### src/rtl/read_resp_chan_mngr_pkg.sv
// Shared definitions for the read response channel manager.
// RD_RESP_QUEUE2_EN selects a two-entry request queue; otherwise one entry.
package read_resp_chan_mngr_pkg;

   // Responder FSM encoding
   typedef enum logic [1:0] {
      ST_IDLE = 2'd0,
      ST_MRD  = 2'd1,
      ST_BEAT = 2'd2
   } rrc_state_e;

   localparam int BURST_BEATS = 4;
   localparam int ID_W        = 4;
   localparam int BEAT_W      = 32;
   localparam int LINE_W      = BURST_BEATS * BEAT_W;
   localparam int CNT_W       = 2;

`ifdef RD_RESP_QUEUE2_EN
   localparam int RQ_DEPTH = 2;
`else
   localparam int RQ_DEPTH = 1;
`endif

   // Pick beat `cnt` out of a captured line; beat 0 is the least significant word.
   function automatic logic [BEAT_W-1:0] beat_select(input logic [LINE_W-1:0] line,
                                                     input logic [CNT_W-1:0]  cnt);
      logic [BEAT_W-1:0] b;
      b = '0;
      case (cnt)
         2'd0:    b = line[31:0];
         2'd1:    b = line[63:32];
         2'd2:    b = line[95:64];
         2'd3:    b = line[127:96];
         default: b = '0;
      endcase
      return b;
   endfunction

endpackage

### src/rtl/read_resp_chan_mngr_rd_req_queue.sv
// Small synchronous FIFO holding accepted read requests ({id, line index}).
// Entry 0 is always the head; a pop shifts the remaining entries down.
module rd_req_queue
   import read_resp_chan_mngr_pkg::*;
#(
   parameter int DEPTH = 1,
   parameter int WIDTH = 16
) (
   input  logic             clk,
   input  logic             rst_n,
   input  logic             push_i,
   input  logic [WIDTH-1:0] push_data_i,
   input  logic             pop_i,
   output logic             empty_o,
   output logic             full_o,
   output logic [WIDTH-1:0] head_o
);

   localparam int CW = $clog2(DEPTH + 1);

   logic [WIDTH-1:0] mem_q [DEPTH];
   logic [WIDTH-1:0] mem_d [DEPTH];
   logic [CW-1:0]    cnt_q;
   logic [CW-1:0]    cnt_d;

   // Next-state: pop first (shift down), then push into the first free slot
   always_comb begin
      mem_d = mem_q;
      cnt_d = cnt_q;
      if (pop_i && (cnt_q != '0)) begin
         for (int i = 0; i < DEPTH - 1; i++) begin
            mem_d[i] = mem_q[i+1];
         end
         mem_d[DEPTH-1] = '0;
         cnt_d          = cnt_q - CW'(1);
      end else begin
         cnt_d = cnt_q;
      end
      if (push_i && (cnt_d != CW'(DEPTH))) begin
         for (int i = 0; i < DEPTH; i++) begin
            if (CW'(i) == cnt_d) begin
               mem_d[i] = push_data_i;
            end else begin
               mem_d[i] = mem_d[i];
            end
         end
         cnt_d = cnt_d + CW'(1);
      end else begin
         cnt_d = cnt_d;
      end
   end

   // Storage and occupancy registers, cleared by the synchronous reset
   always_ff @(posedge clk) begin
      if (!rst_n) begin
         cnt_q <= '0;
         for (int i = 0; i < DEPTH; i++) begin
            mem_q[i] <= '0;
         end
      end else begin
         cnt_q <= cnt_d;
         mem_q <= mem_d;
      end
   end

   assign empty_o = (cnt_q == '0);
   assign full_o  = (cnt_q == CW'(DEPTH));
   assign head_o  = mem_q[0];

endmodule

### src/rtl/read_resp_chan_mngr.sv
// Target-side AXI-style read responder: queues AR requests, fetches one
// 128-bit line per request from a synchronous memory port and returns it as
// a fixed 4-beat, 32-bit R burst. Define RD_RESP_QUEUE2_EN for a 2-deep
// request queue (arready = !full); default is 1-deep (arready = empty).
module read_resp_chan_mngr
   import read_resp_chan_mngr_pkg::*;
#(
   parameter int MEM_AW = 12
) (
   input  logic                clk,
   input  logic                rst_n,
   input  logic                arvalid,
   output logic                arready,
   input  logic [ID_W-1:0]     arid,
   input  logic [31:0]         araddr,
   output logic                rvalid,
   input  logic                rready,
   output logic [ID_W-1:0]     rid,
   output logic [BEAT_W-1:0]   rdata,
   output logic                rlast,
   output logic                mem_re,
   output logic [MEM_AW-1:0]   mem_raddr,
   input  logic                mem_rvalid,
   input  logic [LINE_W-1:0]   mem_rdata
);

   localparam int ENT_W = ID_W + MEM_AW;

   rrc_state_e        state_q, state_d;
   logic [CNT_W-1:0]  cnt_q, cnt_d;
   logic [LINE_W-1:0] line_q, line_d;

   logic              q_push_s;
   logic              q_pop_s;
   logic              q_empty_s;
   logic              q_full_s;
   logic [ENT_W-1:0]  q_push_data_s;
   logic [ENT_W-1:0]  q_head_s;
   logic [ID_W-1:0]   head_id_s;
   logic [MEM_AW-1:0] head_idx_s;
   logic              in_beat_s;
   logic              mem_re_s;
   logic              unused_addr_s;

   // Only the line index bits of the address are meaningful
   assign unused_addr_s = ^{araddr[31:MEM_AW+4], araddr[3:0]};

`ifdef RD_RESP_QUEUE2_EN
   assign arready = !q_full_s;
`else
   assign arready = q_empty_s;
`endif

   assign q_push_s      = arvalid && arready;
   assign q_push_data_s = {arid, araddr[MEM_AW+3:4]};
   assign in_beat_s     = (state_q == ST_BEAT);
   // The request leaves the queue only on the final-beat handshake
   assign q_pop_s       = in_beat_s && rready && (cnt_q == 2'd3);
   assign head_id_s     = q_head_s[ENT_W-1:MEM_AW];
   assign head_idx_s    = q_head_s[MEM_AW-1:0];

   rd_req_queue #(
      .DEPTH (RQ_DEPTH),
      .WIDTH (ENT_W)
   ) u_rd_req_queue (
      .clk         (clk),
      .rst_n       (rst_n),
      .push_i      (q_push_s),
      .push_data_i (q_push_data_s),
      .pop_i       (q_pop_s),
      .empty_o     (q_empty_s),
      .full_o      (q_full_s),
      .head_o      (q_head_s)
   );

   // FSM next-state, line capture and beat counter
   always_comb begin
      state_d  = state_q;
      cnt_d    = cnt_q;
      line_d   = line_q;
      mem_re_s = 1'b0;
      case (state_q)
         ST_IDLE: begin
            if (!q_empty_s) begin
               mem_re_s = 1'b1;
               state_d  = ST_MRD;
            end else begin
               state_d  = ST_IDLE;
            end
         end
         ST_MRD: begin
            if (mem_rvalid) begin
               line_d  = mem_rdata;
               cnt_d   = 2'd0;
               state_d = ST_BEAT;
            end else begin
               state_d = ST_MRD;
            end
         end
         ST_BEAT: begin
            if (rready) begin
               cnt_d = cnt_q + 2'd1;
               if (cnt_q == 2'd3) begin
                  state_d = ST_IDLE;
               end else begin
                  state_d = ST_BEAT;
               end
            end else begin
               state_d = ST_BEAT;
            end
         end
         default: begin
            state_d = ST_IDLE;
            cnt_d   = 2'd0;
         end
      endcase
   end

   // State, counter and line registers; a reset abandons any burst in flight
   always_ff @(posedge clk) begin
      if (!rst_n) begin
         state_q <= ST_IDLE;
         cnt_q   <= 2'd0;
         line_q  <= '0;
      end else begin
         state_q <= state_d;
         cnt_q   <= cnt_d;
         line_q  <= line_d;
      end
   end

   // R and memory outputs decoded from registered state only, so they stay
   // stable while a beat is stalled and are zero outside their active phase
   always_comb begin
      rvalid    = in_beat_s;
      mem_re    = mem_re_s;
      if (in_beat_s) begin
         rid   = head_id_s;
         rdata = beat_select(line_q, cnt_q);
         rlast = (cnt_q == 2'd3);
      end else begin
         rid   = '0;
         rdata = '0;
         rlast = 1'b0;
      end
      if (mem_re_s) begin
         mem_raddr = head_idx_s;
      end else begin
         mem_raddr = '0;
      end
   end

endmodule

### config.mk
export PLATFORM = sky130hd
export DESIGN_NAME = read_resp_chan_mngr
export DESIGN_NICKNAME = d
export VERILOG_FILES = /design/src/rtl/read_resp_chan_mngr_pkg.sv /design/src/rtl/read_resp_chan_mngr_rd_req_queue.sv /design/src/rtl/read_resp_chan_mngr.sv
export SDC_FILE = /design/constraint.sdc
export NUM_CORES = 1
export LEC_CHECK = 0
export ABC_AREA = 1
export BUFFER_PORTS_ARGS = -buffer_cell sky130_fd_sc_hd__buf_2
export CAP_MARGIN = 20
export CORE_ASPECT_RATIO = 1.25
export CORE_MARGIN = 8
export CORE_UTILIZATION = 44
export CTS_CLUSTER_DIAMETER = 120
export DETAILED_ROUTE_END_ITERATION = 16
export PLACE_DENSITY = 0.71
export SLEW_MARGIN = 25
export SYNTH_ARGS = -nofsm -noshare
export SYNTH_HDL_FRONTEND = slang
export SYNTH_SLANG_ARGS = --single-unit
### constraint.sdc
create_clock -name clk -period 2.4 [get_ports clk]
set_clock_uncertainty 0.15 [all_clocks]
set_input_delay 0.48 -clock clk [delete_from_list [all_inputs] [get_ports clk]]
set_output_delay 0.48 -clock clk [all_outputs]
set_load 0.01 [all_outputs]
Word-level counts from Yosys, hierarchy flattened
Index checks and enable logic that the tools add are counted.
- $add $sub $neg: 3
- multiply operators: 0
- div/mod/pow operators: 0
- order comparisons: 0
- equal/unequal tests: 7
- shift-type cells: 0
- multiplexer cells: 20
- bitwise operators: 3
- reduce and logical (&&, ||, !) cells: 9
- operator list (kind ; count):
    $pmux 32 s4 ; 1
    $mux 16 ; 3
    $mux 32 ; 1
    $mux 12 ; 1
    $pmux 2 s3 ; 2
    $mux 2 ; 5
    $eq 2x2->1 const B ; 3
    $mux 1 ; 6
    $logic_and 1x1->1 ; 5
    $eq 2x1->1 const B ; 2
    $logic_not 2->1 ; 2
    $mux 4 ; 1
    $ne 2x2->1 const B ; 2
    $not 1->1 ; 3
    $reduce_and 3->1 ; 1
    $add 2x1->2 const B ; 1
    $reduce_and 2->1 ; 1
    $add 1x1->1 const B ; 1
    $sub 1x1->1 const B ; 1
- bits in registers: 149
- bits in latches: 0
- memory bits (writable): 0
- ROM bits: 0
- input bits: 169
- memories: 0

Longest topological paths before layout
- word-level depth: 8
- gate-level depth with buffers: 8

Hierarchy
Synthesis repeated with hierarchy kept, for this count alone.
- cells, all modules: 980
- area total of the unflattened synthesis: 7128.1 um2
- by module, submodules not included (module ; instances ; cells an instance ; area each (um2) ; seq. area each (um2)):
    read_resp_chan_mngr ; 1 ; 837 ; 6202.2 ; 2642.5
    rd_req_queue ; 1 ; 143 ; 925.9 ; 340.3

Worst setup path before layout
OpenSTA, ideal clock, no wires.
- path type: register to output
- start: reg cnt_q[0]
- end: out rdata[11]
- arrival: 1.394 ns
- slack: 0.376 ns
- cell stages (with the launch flop): 8
- path buffers: 2
- cells stage by stage: dfxtp_1 inv_1 ha_1 clkbuf_1 inv_1 clkbuf_1 o21ai_0 a31oi_1
- longest elaborated chain between the ends: 3
- elaborated cells on any way between the ends: 6
- classes of those cells: eq/ne (3); mux (2); reduce/logical (1)
- RTL lines (what ; line ; text):
    start: declaration ; read_resp_chan_mngr.sv:30 ; logic [CNT_W-1:0] cnt_q, cnt_d;
    start signal: assignment ; read_resp_chan_mngr.sv:127 ; cnt_q <= cnt_d;
    $eq 2x2->1 (tied with other cells) ; read_resp_chan_mngr_pkg.sv:29 ; case (cnt)
    $pmux 32 s4 * ; read_resp_chan_mngr_pkg.sv:29 ;
    $mux 32 * ; read_resp_chan_mngr.sv:137 ; if (in_beat_s) begin
    end: declaration ; read_resp_chan_mngr.sv:19 ; output logic [BEAT_W-1:0] rdata,
Mark *: on every way between the ends. The rest lies on a longest branch, timed or not.

Worst setup path after layout
- start: reg cnt_q[1]
- end: out rdata[15]
The elaborated chain is that of the path after synthesis.

==> results.json <==
{
  "status": "completed",
  "final_nets": 1235,
  "leakagePower_nw": 3.34,
  "p_clk_frac": 0.439,
  "cp-start-kind": "flop",
  "cts_tree": "yes",
  "yosysUniqueCellTypes": 23,
  "placed_cells_incl_taps": 1251,
  "wl_per_cell_microns": 17.0,
  "yosys_warnings": 0,
  "die_x_microns": 129,
  "via_count": 6986,
  "min_from": "arvalid",
  "drt_wl_total_microns": 21900,
  "n_fill_cell": 1542,
  "grt.met1_usage": 0.262,
  "max_slew_margin": 0.444,
  "reg2reg_from": "state_q[1]",
  "avgSynthCellArea_sq_um": 7.66,
  "min_period_ps": 2350,
  "power.switching_mw": 1.64,
  "clkLatencyLatePin_ps": 420,
  "crit_required_ps": 1770,
  "grt_busiest_layer": "met2",
  "syn_inst": 910,
  "remaining_drc_errors": 0,
  "synth_edf_count": 0,
  "clockRootBuffer": "clkbuf_16",
  "pwr-share-seq": 0.417,
  "synth_top_area_share": 0.428,
  "num_antenna_cells": 0,
  "arrival_ps": 1720,
  "tightest_slew_ps": 833,
  "grt_pass1_vias": 6614,
  "crit_type": "flop to output pin",
  "use_met2": 0.348,
  "cts_made_buffers": 17,
  "start_util": 0.448,
  "fmax_ghz": 0.425,
  "hold_viol": 0,
  "synth_area_leader_cell": "dfxtp_1",
  "synth.most_common_cell": "nand2_1",
  "gr-usage-all-layers": 0.213,
  "ys_seq_area_frac": 0.428,
  "grt_pass1_wl_microns": 34500,
  "crit_fanout": 20,
  "antenna_found_initial": 0,
  "switching_share": 0.261,
  "p_per_area_nw_per_um2": 719,
  "hold_class": "input port to flop",
  "firstDrtPassIters": 5,
  "finalSetupViolations": 0,
  "rows": 51,
  "ir_worst_vdd_mv": 0.414,
  "startpoint": "cnt_q[1]",
  "cap_viol_max_count": 0,
  "synth-seq-cells": 149,
  "synthArstFlopShare": 0,
  "io-pin-count": 221,
  "die-area_sq_um": 20200,
  "grt_overflow": 0,
  "crit_path_end_kind": "output pin",
  "core_area_sq_um": 15600,
  "viasPerCell": 5.43,
  "gp_congestion": 0.816,
  "drive_gt1_frac": 0.300,
  "synth_nets": 1083,
  "finalSetupTns_ps": 0,
  "netlist_area_sq_um": 6970,
  "cts_num_sinks": 149,
  "io_buffers": 200,
  "dp_hpwl_microns": 14200,
  "cts.path.max_buffers": 2,
  "die_h_microns": 157,
  "flow.area_growth_from_synthesis_pct": 25.4,
  "fin_cells": 1287,
  "p_comb_frac": 0.143,
  "maxSlewViolCount": 0,
  "dr.first_iter.drc_count": 506,
  "synth_area_leaders": "dfxtp_1 (43%), nand4_1 (11%), nand2_1 (10%), a21oi_1 (10%), buf_2 (3.2%)",
  "synthFlopType": "dfxtp_1",
  "rsz0062_at_grt": "yes",
  "power.internal_mw": 4.65,
  "h-tree-depth": 4,
  "antenna_left": 0,
  "cts.clk_slew.worst_paths_ps": 60,
  "period_share": 0.980,
  "yosys-top-cells-count": "nand2_1 (195), dfxtp_1 (149), a21oi_1 (143), nand4_1 (128)",
  "grt.met3_usage": 0.0562,
  "grt_max_degree": 131
}
==> path summary, 6_finish.rpt <==
| path | endpoint | slack (ps) | cells past startpoint |
|---|---|---|---|
| max | rdata[15] | 50 | 6 |
| min | u_rd_req_queue.full_o | 150 | 3 |
| max reg2reg | line_q[112] | 430 | 6 |
| min reg2reg | line_q[29] | 310 | 2 |
==> power groups by stage <==
stage	Combinational [mW]	Sequential (mW)	Clock [mW]
6_report	0.902	2.62	2.76
3_3_place_gp	0.804	2.67	0
2_1_floorplan	0.536	2.66	0
3_5_place_dp	0.813	2.67	0
5_1_grt	0.987	2.63	2.92
4_1_cts	0.888	2.62	2.80
==> stage by stage <==
stage / hold slack, ps / setup slack [ps] / utilization / total power [mW] / area [sq um]
final: 154 / 49.1 / 0.562 / 6.29 / 8750
after global routing: 162 / -43.7 / 0.562 / 6.54 / 8750
after CTS: 145 / 0.928 / 0.559 / 6.31 / 8700
after detailed placement: 303 / 227 / 0.509 / 3.49 / 7920
after global placement: 296 / 275 / 0.509 / 3.47 / 7920
after floorplan: 286 / 376 / - / 3.20 / 6970
==> layout by cell type (no fill, tap or decap), types with 2 or more instances in the layout <==
master and n:
buf_2 199, nand2_1 195, dfxtp_1 145, a21oi_1 142
nand4_1 128, o21ai_0 41, nor2_1 37, a31oi_1 28
inv_1 22, a21oi_2 22, nand2_2 21, clkbuf_16 17
buf_12 13, buf_4 12, o21ai_1 7, nand3_1 5
a31oi_2 4, inv_4 3, bufinv_16 3, clkbuf_8 3
clkinvlp_4 3, dfxtp_4 3, buf_6 3, ha_4 2
clkinv_2 2, clkinv_4 2
==> critical path, cell delays in order, from the launching register on <==
cell and delay (ps):
dfxtp_4 350, inv_2 80, ha_2 220, buf_12 170, nand2_1 90, a31oi_2 220
buf_2 160
==> flip-flops by register name (all words and copies together) (netlist names) <==
register / flops
u_rd_req_queue.full_o: 1
state_q: 2
u_rd_req_queue.head_o: 16
line_q: 128
cnt_q: 2
==> routing by layer <==
layer | wire length (microns) | vias up
met5 | 0 | -
met4 | 363 | 0
met3 | 1650 | 21
met2 | 10600 | 250
met1 | 9250 | 3228
li1 | - | 3487
==> repair_timing <==
item	in CTS	in global routing
setup endpoints to repair	33	41
pin swaps	2	2
gates resized for setup	29	15
hold endpoints to repair	0	0
hold buffers	0	0
setup buffers	3	0
gates cloned	1	0
==> logic make-up (layout without fill, tap and decap cells) <==
kind of cell	count (synthesis)	after routing	share of synthesized area
and+or+nand+nor	390	390	0.269
AOI/OAI and AO/OA	244	244	0.192
buffers and inverters	123	288	0.104
DFF	149	149	0.428
adders and majority gates	4	4	0.00718
==> area by class of cell <==
cell class / count / area [sq um] / share of cell area
timing repair buffer: 229 / 1420 / 0.163
sequential: 149 / 3000 / 0.342
clock inverter: 11 / 149 / 0.0170
tap: 212 / 265 / 0.0303
inverter: 27 / 116 / 0.0133
clock buffer: 21 / 470 / 0.0538
multi-input combinational: 638 / 3330 / 0.381
Power figures use the tool's default switching activity.
